$ cat config.mk
export PLATFORM = sky130hd
export DESIGN_NAME = scroll_display
export DESIGN_NICKNAME = d
export VERILOG_FILES = /design/src/rtl/scroll_display.sv
export SDC_FILE = /design/constraint.sdc
export NUM_CORES = 1
export LEC_CHECK = 0
export CORE_ASPECT_RATIO = 0.5
export CORE_MARGIN = 4
export CORE_UTILIZATION = 50
export DETAILED_ROUTE_END_ITERATION = 12
export GPL_TIMING_DRIVEN = 0
export HOLD_SLACK_MARGIN = 0.12
export PLACE_DENSITY = 0.76
export SLEW_MARGIN = 20
export SYNTH_ARGS = -nofsm -noshare
export SYNTH_HDL_FRONTEND = slang
export SYNTH_SLANG_ARGS = --single-unit
$ cat constraint.sdc
create_clock -name clk -period 3.3 [get_ports clk]
set_input_delay 0.66 -clock clk [delete_from_list [all_inputs] [get_ports clk]]
set_output_delay 0.66 -clock clk [all_outputs]
set_load 0.005 [all_outputs]
$ cat src/rtl/scroll_display.sv
// Scrolling 8-nibble marquee (opcode, five BCD digits, two blanks) shown four nibbles at a time.
// Optional leading-zero blanking of d4..d1 at capture time: define SCROLL_LZ_BLANK_EN.
module scroll_display #(
   parameter int unsigned TICK_DIV = 25000000,
   parameter logic [3:0]  BLANK    = 4'hF
) (
   input  logic        clk,
   input  logic        clr,
   input  logic [19:0] bcd_in,
   input  logic [1:0]  op,
   input  logic        load,
   input  logic        stop,
   output logic [15:0] dataout,
   output logic        busy,
   output logic        step
);

   localparam int unsigned CW = (TICK_DIV > 1) ? $clog2(TICK_DIV) : 1;
   localparam logic [CW-1:0] CNT_MAX = CW'(TICK_DIV - 1);

   typedef enum logic {IDLE, SHOW} state_t;

   state_t        state, state_next;
   logic [3:0]    ring [8];
   logic [3:0]    cap  [8];
   logic [2:0]    pos;
   logic [CW-1:0] cnt;
   logic          step_q;

   always_ff @(posedge clk or negedge clr) begin
      if (!clr) state <= IDLE;
      else      state <= state_next;
   end

   // load outranks stop; stop in IDLE simply stays in IDLE
   always_comb begin
      state_next = state;
      if (load)      state_next = SHOW;
      else if (stop) state_next = IDLE;
   end

   always_comb begin
      busy    = (state == SHOW);
      step    = (state == SHOW) && step_q;
      dataout = {BLANK, BLANK, BLANK, BLANK};
      if (state == SHOW)
         dataout = {ring[pos], ring[pos + 3'd1], ring[pos + 3'd2], ring[pos + 3'd3]};
   end

   // NOTE: every always_comb output gets a default before any branch, so no latch can be inferred.
   always_comb begin
      for (int i = 0; i < 8; i++) cap[i] = BLANK;
      unique case (op)
         2'b00: cap[0] = 4'hA;
         2'b01: cap[0] = 4'hB;
         2'b10: cap[0] = 4'hD;
         2'b11: cap[0] = 4'hC;
      endcase
`ifdef SCROLL_LZ_BLANK_EN
      begin
         logic lead;
         lead = 1'b1;
         for (int i = 4; i >= 1; i--) begin
            if (lead && bcd_in[i*4 +: 4] == 4'd0) begin
               cap[5-i] = BLANK;
            end else begin
               cap[5-i] = bcd_in[i*4 +: 4];
               lead     = 1'b0;
            end
         end
      end
`else
      for (int i = 4; i >= 1; i--) cap[5-i] = bcd_in[i*4 +: 4];
`endif
      cap[5] = bcd_in[3:0];
   end

   // NOTE: the ring is only eight nibbles of flops, so it is reset like any other register.
   always_ff @(posedge clk or negedge clr) begin
      if (!clr) begin
         for (int i = 0; i < 8; i++) ring[i] <= BLANK;
         pos    <= '0;
         cnt    <= '0;
         step_q <= 1'b0;
      end else if (load) begin
         for (int i = 0; i < 8; i++) ring[i] <= cap[i];
         pos    <= '0;
         cnt    <= '0;
         step_q <= 1'b0;
      end else if (state == SHOW && !stop) begin
         if (cnt == CNT_MAX) begin
            cnt    <= '0;
            pos    <= pos + 3'd1;
            step_q <= 1'b1;
         end else begin
            cnt    <= cnt + CW'(1);
            step_q <= 1'b0;
         end
      end else begin
         step_q <= 1'b0;
      end
   end

endmodule

==> results.json, run 1 <==
{
  "finalCritPeriodShare_pct": 96.0,
  "maxCapViolations": 0,
  "seq_power_share_pct": 48.1,
  "internal_power_mw": 1.14,
  "outcome": "finished, final reports clean",
  "tritoncts.num_buffers": 5,
  "critical_path.startpoint_type": "flip-flop",
  "setup_violations": 0,
  "rsz0062_at_grt": "no",
  "cts_tree": "built",
  "drt-vias-per-instance": 6.33,
  "placement.cell_area_um2": 3940,
  "drt_iter0_markers": 478,
  "setup.worst_path.class": "reg -> out",
  "worst-r2r-setup-slack_ns": 0.57,
  "final-max-slew-violation-count": 0,
  "cts_htree_levels": 2,
  "port_buffers": 42,
  "worst-path-max-fanout": 19,
  "seq_area_um2": 1360,
  "crit_path_start": "pos[0]$_DFFE_PN0P_",
  "cellPowerDensity_nw_per_um2": 367,
  "final_design_area_no_fill_um2": 4140,
  "antenna_cells": 0,
  "setup.worst_path.end_class": "primary output",
  "synth.yosys.warnings": 0,
  "tightest_slew_ns": 0.907,
  "timing.critical_path.slowest_cell_delay_ns": 0.47,
  "start_util_pct": 53.8,
  "grt_util_met2_pct": 40.8,
  "synth_commonest_cells": "a21oi_1, nand2_1, mux2_2",
  "clock_tree.buffer_depth": 2,
  "fraction_of_layout_instances_using_a_drive_strength_above_1_pct": 21.2,
  "syn2layout_area_growth_pct": 21.4,
  "final_antenna_net_count": 0,
  "worstPathRequired_ns": 2.64,
  "cells_taking_the_most_area_after_synthesis": "dfrtp_1, dfstp_2, mux2_2, a21oi_1, mux2i_1",
  "gr-total-overflow": 0,
  "dieHeight_um": 66.4,
  "p_sw_mw": 0.382,
  "grt_antenna_before_repair": 0,
  "dr_total_vias": 3217,
  "timing.clock.skew_ns": 0.00612,
  "numClockSinks": 53,
  "synthesis.nets": 405,
  "globalRouteMet1Util_pct": 29.8,
  "path_cells": "buf_12, clkbuf_8, inv_1, ha_4, nand2_2, o22a_1, nand2b_1, clkdlybuf4s50_1",
  "route.final.wire_length_mm": 9.45,
  "final.min_clock_period_ns": 3.17,
  "peakVddDrop_mv": 0.182,
  "globalRouteTotalUtil_pct": 23.6,
  "clk_transition_reported_paths_ns": 0.07,
  "power.clock.fraction_pct": 35.5,
  "syn_area_um2": 3410,
  "width_of_the_die_um": 125,
  "gp_weighted_congestion": 0.929,
  "place_hpwl_mm": 6.73,
  "postCtsSetupBuffers": 0,
  "crit_path_top_delay_cell": "clkdlybuf4s50_1",
  "grt_max_degree": 54,
  "ys_types": 51,
  "hp-class": "in -> async",
  "fin_util_pct": 65.4,
  "grt_use_met3_pct": 5.00,
  "core_ar_um2": 6330,
  "cell_class_contributing_the_biggest_share_of_worst_path_delay": "buffers and inverters",
  "grt_pass1_vias": 3187,
  "worst-path-buf-inv": 4,
  "ys_dominant_reg_cell": "dfrtp_1",
  "die_area_um2": 8280,
  "clkLatencyLatePin_ns": 0.30,
  "critical_path_arrival_ns": 2.51,
  "setup-tns-final_ns": 0,
  "synth-seq-cells": 53,
  "drt_pre_antenna_iters": 6,
  "asyncSetResetFlopFracSynth_pct": 100,
  "cts.root.buffer_cell": "clkbuf_16",
  "synth_top_area_share_pct": 22.0,
  "drcViolationCount": 0,
  "grt_first_pass_wirelength_mm": 15.6,
  "power.share.switching_pct": 25.1,
  "syn_inst": 372,
  "routedWlPerCell_um": 18.6,
  "fin_nets": 452,
  "io_pins": 44,
  "multiInputGateArea_um2": 1950,
  "p_leak_nw": 1.51,
  "synth_seq_area_share_pct": 39.8,
  "comb_power_share_pct": 16.3,
  "hold_violations": 0,
  "fmax_mhz": 316,
  "synth_edf_count": 0,
  "num_rows": 20,
  "post-synth-top-area-cell": "dfrtp_1",
  "grt_busiest_layer": "met2",
  "n_fill_cell": 494,
  "average_size_of_a_mapped_cell_um2": 9.16,
  "timing.slew.headroom_pct": 39.1,
  "worst_r2r_startpoint": "cnt[0]$_DFFE_PN0P_"
}
[per-stage QoR]
stage	power [mW]	hold WS, ns	cells	worst slack, ns
CTS	1.52	0.427	508	0.0123
detailed placement	0.986	0.550	502	-0.958
floorplan	0.861	0.364	372	0.126
finish	1.52	0.387	508	0.133
global route	1.58	0.471	508	0.0123
global placement	0.976	0.506	502	-0.876
[timing repair]
item / in CTS / in global routing
hold buffers: 0 / 0
gates resized for setup: 10 / 6
setup endpoints to repair: 16 / 7
[power groups by stage]
stage,clock (mW),combinational [mW],sequential (mW)
floorplan,0,0.129,0.732
global placement,0,0.236,0.740
detailed placement,0,0.245,0.741
CTS,0.544,0.246,0.730
global route,0.576,0.271,0.735
finish,0.540,0.248,0.732
[area by class of cell]
cell class / count / share of cell area, %
Tap cell: 88 / 2.66
Buffer: 21 / 2.99
Timing Repair Buffer: 42 / 10.1
Sequential cell: 53 / 32.7
Clock buffer: 8 / 3.54
Inverter: 9 / 0.816
Multi-Input combinational cell: 287 / 47.1
[path summary, 6_finish.rpt]
| check | end | depth (start not counted) |
|---|---|---|
| worst max-delay path | dataout[8] | 8 |
| worst min-delay path | cnt[14]$_DFFE_PN0P_ | 1 |
| worst max register to register | pos[1]$_DFFE_PN0P_ | 7 |
| worst min register to register | ring[29]$_DFFE_PN1P_ | 2 |
| max in group asynchronous | cnt[5]$_DFFE_PN0P_ | 1 |
| min in group clk | ring[29]$_DFFE_PN1P_ | 2 |
[state kept, by name (all words and copies together), names as in the netlist]
name,cells
ring,23
busy,1
cnt,25
step_q,1
pos,3
[routing by layer]
layer | up-vias | wire length, um
li1 | 1460 | -
met1 | 1592 | 4090
met2 | 137 | 4560
met3 | 28 | 585
met4 | 0 | 211
met5 | - | 0
[placed cells by master (no fill, tap or decap), drive strengths merged, types with 4 or more instances in the layout]
cell           instances
nand2b                11
clkdlybuf4s50         41
buf                    7
xor2                   5
a21oi                 34
inv                    9
nand4                 12
a31oi                  4
or3                    8
dfrtp                 30
o21ai                 20
nand2                 34
o22a                   4
clkbuf                23
mux2                  33
o22ai                  8
nor4                   5
or4                   11
nor3                   8
nor2                  27
ha                     7
dfstp                 23
mux2i                 16
nand3                 17
[cells by family (layout without fill, tap and decap cells)]
logic type               Yosys count  in the layout  share of synthesized area, %
buffers and inverters             32             80                          3.89
adder cells (fa/ha/maj)            7              7                          2.57
AO/OA/AOI/OAI                     78             78                          13.1
flip-flops                        53             53                          39.8
multiplexers                      49             49                          15.6
XOR/XNOR                           7              7                          1.80
AND/OR/NAND/NOR                  146            146                          23.3
Power figures use the tool's default switching activity.
==> run 2, diff against run 1 <==
--- a/config.mk
+++ b/config.mk
@@ -11,7 +11,8 @@
 export DETAILED_ROUTE_END_ITERATION = 12
 export GPL_TIMING_DRIVEN = 0
 export HOLD_SLACK_MARGIN = 0.12
-export PLACE_DENSITY = 0.76
+export PLACE_DENSITY = 0.79
+export SKIP_LAST_GASP = 1
 export SLEW_MARGIN = 20
 export SYNTH_ARGS = -nofsm -noshare
 export SYNTH_HDL_FRONTEND = slang
==> run 2 against run 1 <==
Clock skew is 0.0037 ns higher. Via count down 2.4%. Sequential share of layout area rose by 0.089 points.
==> results.json, run 2 (synthesis results as in run 1) <==
{
  "outcome": "finished, final reports clean",
  "routed.top_layer": "met4",
  "largest_registers": "cnt: 25 flops, ring: 23 flops, pos: 3 flops",
  "placement.cell_area_um2": 3940,
  "cts_htree_levels": 2,
  "top_register": "cnt",
  "fin_nets": 452,
  "fmax_mhz": 310,
  "drt_pre_antenna_iters": 7,
  "clk_transition_reported_paths_ns": 0.07,
  "dr_total_vias": 3141,
  "maxCapViolations": 0,
  "grt_antenna_before_repair": 0,
  "comb_power_share_pct": 16.4,
  "cts.root.buffer_cell": "clkbuf_16",
  "hold_violations": 0,
  "gp_weighted_congestion": 0.933,
  "final-max-slew-violation-count": 0,
  "met3_wirelength_um": 556,
  "critical_path_arrival_ns": 2.56,
  "endpoint_of_the_worst_slack_reg_to_reg_timing_path": "cnt[12]$_DFFE_PN0P_",
  "rsz0062_at_grt": "yes",
  "gr-total-overflow": 0,
  "seq_area_um2": 1360,
  "n_fill_cell": 480,
  "drt_iter0_markers": 344,
  "numClockSinks": 53,
  "seq_power_share_pct": 48.6,
  "place_hpwl_mm": 6.65,
  "setup.worst_path.class": "reg -> out",
  "internal_power_mw": 1.12,
  "p_sw_mw": 0.393,
  "globalRouteTotalUtil_pct": 23.1,
  "power.share.switching_pct": 26.0,
  "largest_register_ff_count": 25,
  "worstPathRequired_ns": 2.64,
  "worst-r2r-setup-slack_ns": 0.53,
  "grt_pass1_vias": 3087,
  "worst-path-max-fanout": 19,
  "critical_path.startpoint_type": "flip-flop",
  "timing.clock.skew_ns": 0.00979,
  "grt_max_degree": 54,
  "metal2_wl_mm": 4.59,
  "layout.cells.most_common": "clkdlybuf4s50_1",
  "cts_tree": "built",
  "tightest_slew_ns": 0.888,
  "p_leak_nw": 1.51,
  "syn2layout_area_growth_pct": 21.1,
  "final_antenna_net_count": 0,
  "start_util_pct": 53.8,
  "grt_first_pass_wirelength_mm": 15.4,
  "drcViolationCount": 0,
  "port_buffers": 42,
  "width_of_the_die_um": 125,
  "multiInputGateArea_um2": 1950,
  "met1_length_mm": 4.18,
  "routedWlPerCell_um": 18.7,
  "hp-class": "in -> async",
  "tritoncts.num_buffers": 5,
  "setup.worst_path.end_class": "primary output",
  "num_rows": 20,
  "mostFrequentLayoutCells": "clkdlybuf4s50_1, a21oi_1, nand2_1",
  "fraction_of_layout_instances_using_a_drive_strength_above_1_pct": 21.2,
  "cellPowerDensity_nw_per_um2": 366,
  "setup-tns-final_ns": 0,
  "route.final.wire_length_mm": 9.52,
  "dieHeight_um": 66.4,
  "die_area_um2": 8280,
  "worst_r2r_startpoint": "cnt[0]$_DFFE_PN0P_",
  "core_ar_um2": 6330,
  "finalCritPeriodShare_pct": 97.6,
  "reg2reg_depth": 7,
  "setup_violations": 0,
  "timing.slew.headroom_pct": 40.4,
  "final_design_area_no_fill_um2": 4130,
  "antenna_cells": 0,
  "final.min_clock_period_ns": 3.22,
  "postCtsSetupBuffers": 0,
  "drt-vias-per-instance": 6.18,
  "clock_tree.buffer_depth": 2,
  "clkLatencyLatePin_ns": 0.30,
  "power.clock.fraction_pct": 35.0,
  "peakVddDrop_mv": 0.189,
  "io_pins": 44
}
[run 2: changes by cell type in the layout (fill, tap and decap cells not counted)]
cell / before / now
clkbuf_1: 16 / 15
buf_6: 1 / 0
inv_4: 0 / 2
nand2_2: 1 / 0
nand2_1: 33 / 34
clkbuf_8: 2 / 1
clkbuf_4: 0 / 1
[run 2: worst max path at each step]
stage	startpoint	to	slack, ns	cells past startpoint
2_1_floorplan	pos[0]$_DFFE_PN0P_	dataout[3]	0.13	10
3_3_place_gp	pos[0]$_DFFE_PN0P_	dataout[3]	-0.83	11
3_5_place_dp	pos[0]$_DFFE_PN0P_	dataout[3]	-0.95	11
4_1_cts	pos[0]$_DFFE_PN0P_	dataout[0]	0.005	9
5_1_grt	pos[0]$_DFFE_PN0P_	dataout[1]	-0.04	9
6_report	pos[0]$_DFFE_PN0P_	dataout[3]	0.08	9
[run 2: power by group through the flow]
stage	Sequential, mW	Combinational, mW	Clock (mW)
3_5_place_dp	0.743	0.244	0
2_1_floorplan	0.732	0.129	0
6_report	0.734	0.248	0.529
4_1_cts	0.732	0.246	0.536
3_3_place_gp	0.740	0.237	0
5_1_grt	0.738	0.268	0.566
[run 2: critical path, cell delays in order, from the launching register on]
cell and delay (ns):
dfrtp_1 0.41, buf_12 0.19, clkbuf_8 0.20, inv_1 0.09
ha_4 0.32, clkbuf_4 0.21, a21oi_1 0.08, o21ai_0 0.18
nand2_1 0.08, clkdlybuf4s50_1 0.47
[run 2: through the flow]
step                      util [%]  cells  hold slack, ns  total power, mW  worst slack, ns
after global routing          65.2    508           0.454             1.57          -0.0378
after detailed placement      62.2    502           0.515            0.987           -0.949
after global placement        62.2    502           0.503            0.977           -0.832
after CTS                     64.6    508           0.422             1.51          0.00537
after floorplan                  -    372           0.364            0.861            0.126
final                         65.2    508           0.391             1.51           0.0785
[run 2: final cells by class]
cell class                 instances  share of cell area, %
timing repair buffer              42                   10.1
buffer                            21                   2.91
clock buffer                       6                   3.12
multi-input combinational        287                   47.2
clock inverter                     2                  0.303
tap                               88                   2.67
inverter                           9                  0.819
sequential                        53                   32.8
[run 2: repair_timing]
action	4_1_cts	5_1_grt
resized for setup	8	5
endpoints found under the setup margin	16	8
hold buffers	0	0
[run 2: per-layer routing]
metal	vias to the layer above	GRT usage, %
li1	1456	-
met1	1533	29.2
met2	130	41.0
met3	22	4.44
met4	0	6.42
met5	-	0
==> run 3, diff against run 2 <==
--- a/config.mk
+++ b/config.mk
@@ -8,6 +8,7 @@
 export CORE_ASPECT_RATIO = 0.5
 export CORE_MARGIN = 4
 export CORE_UTILIZATION = 50
+export CTS_CLUSTER_SIZE = 12
 export DETAILED_ROUTE_END_ITERATION = 12
 export GPL_TIMING_DRIVEN = 0
 export HOLD_SLACK_MARGIN = 0.12
==> results of run 3 <==
Same layout as run 2: the final DEF is identical, and so are final timing and power.
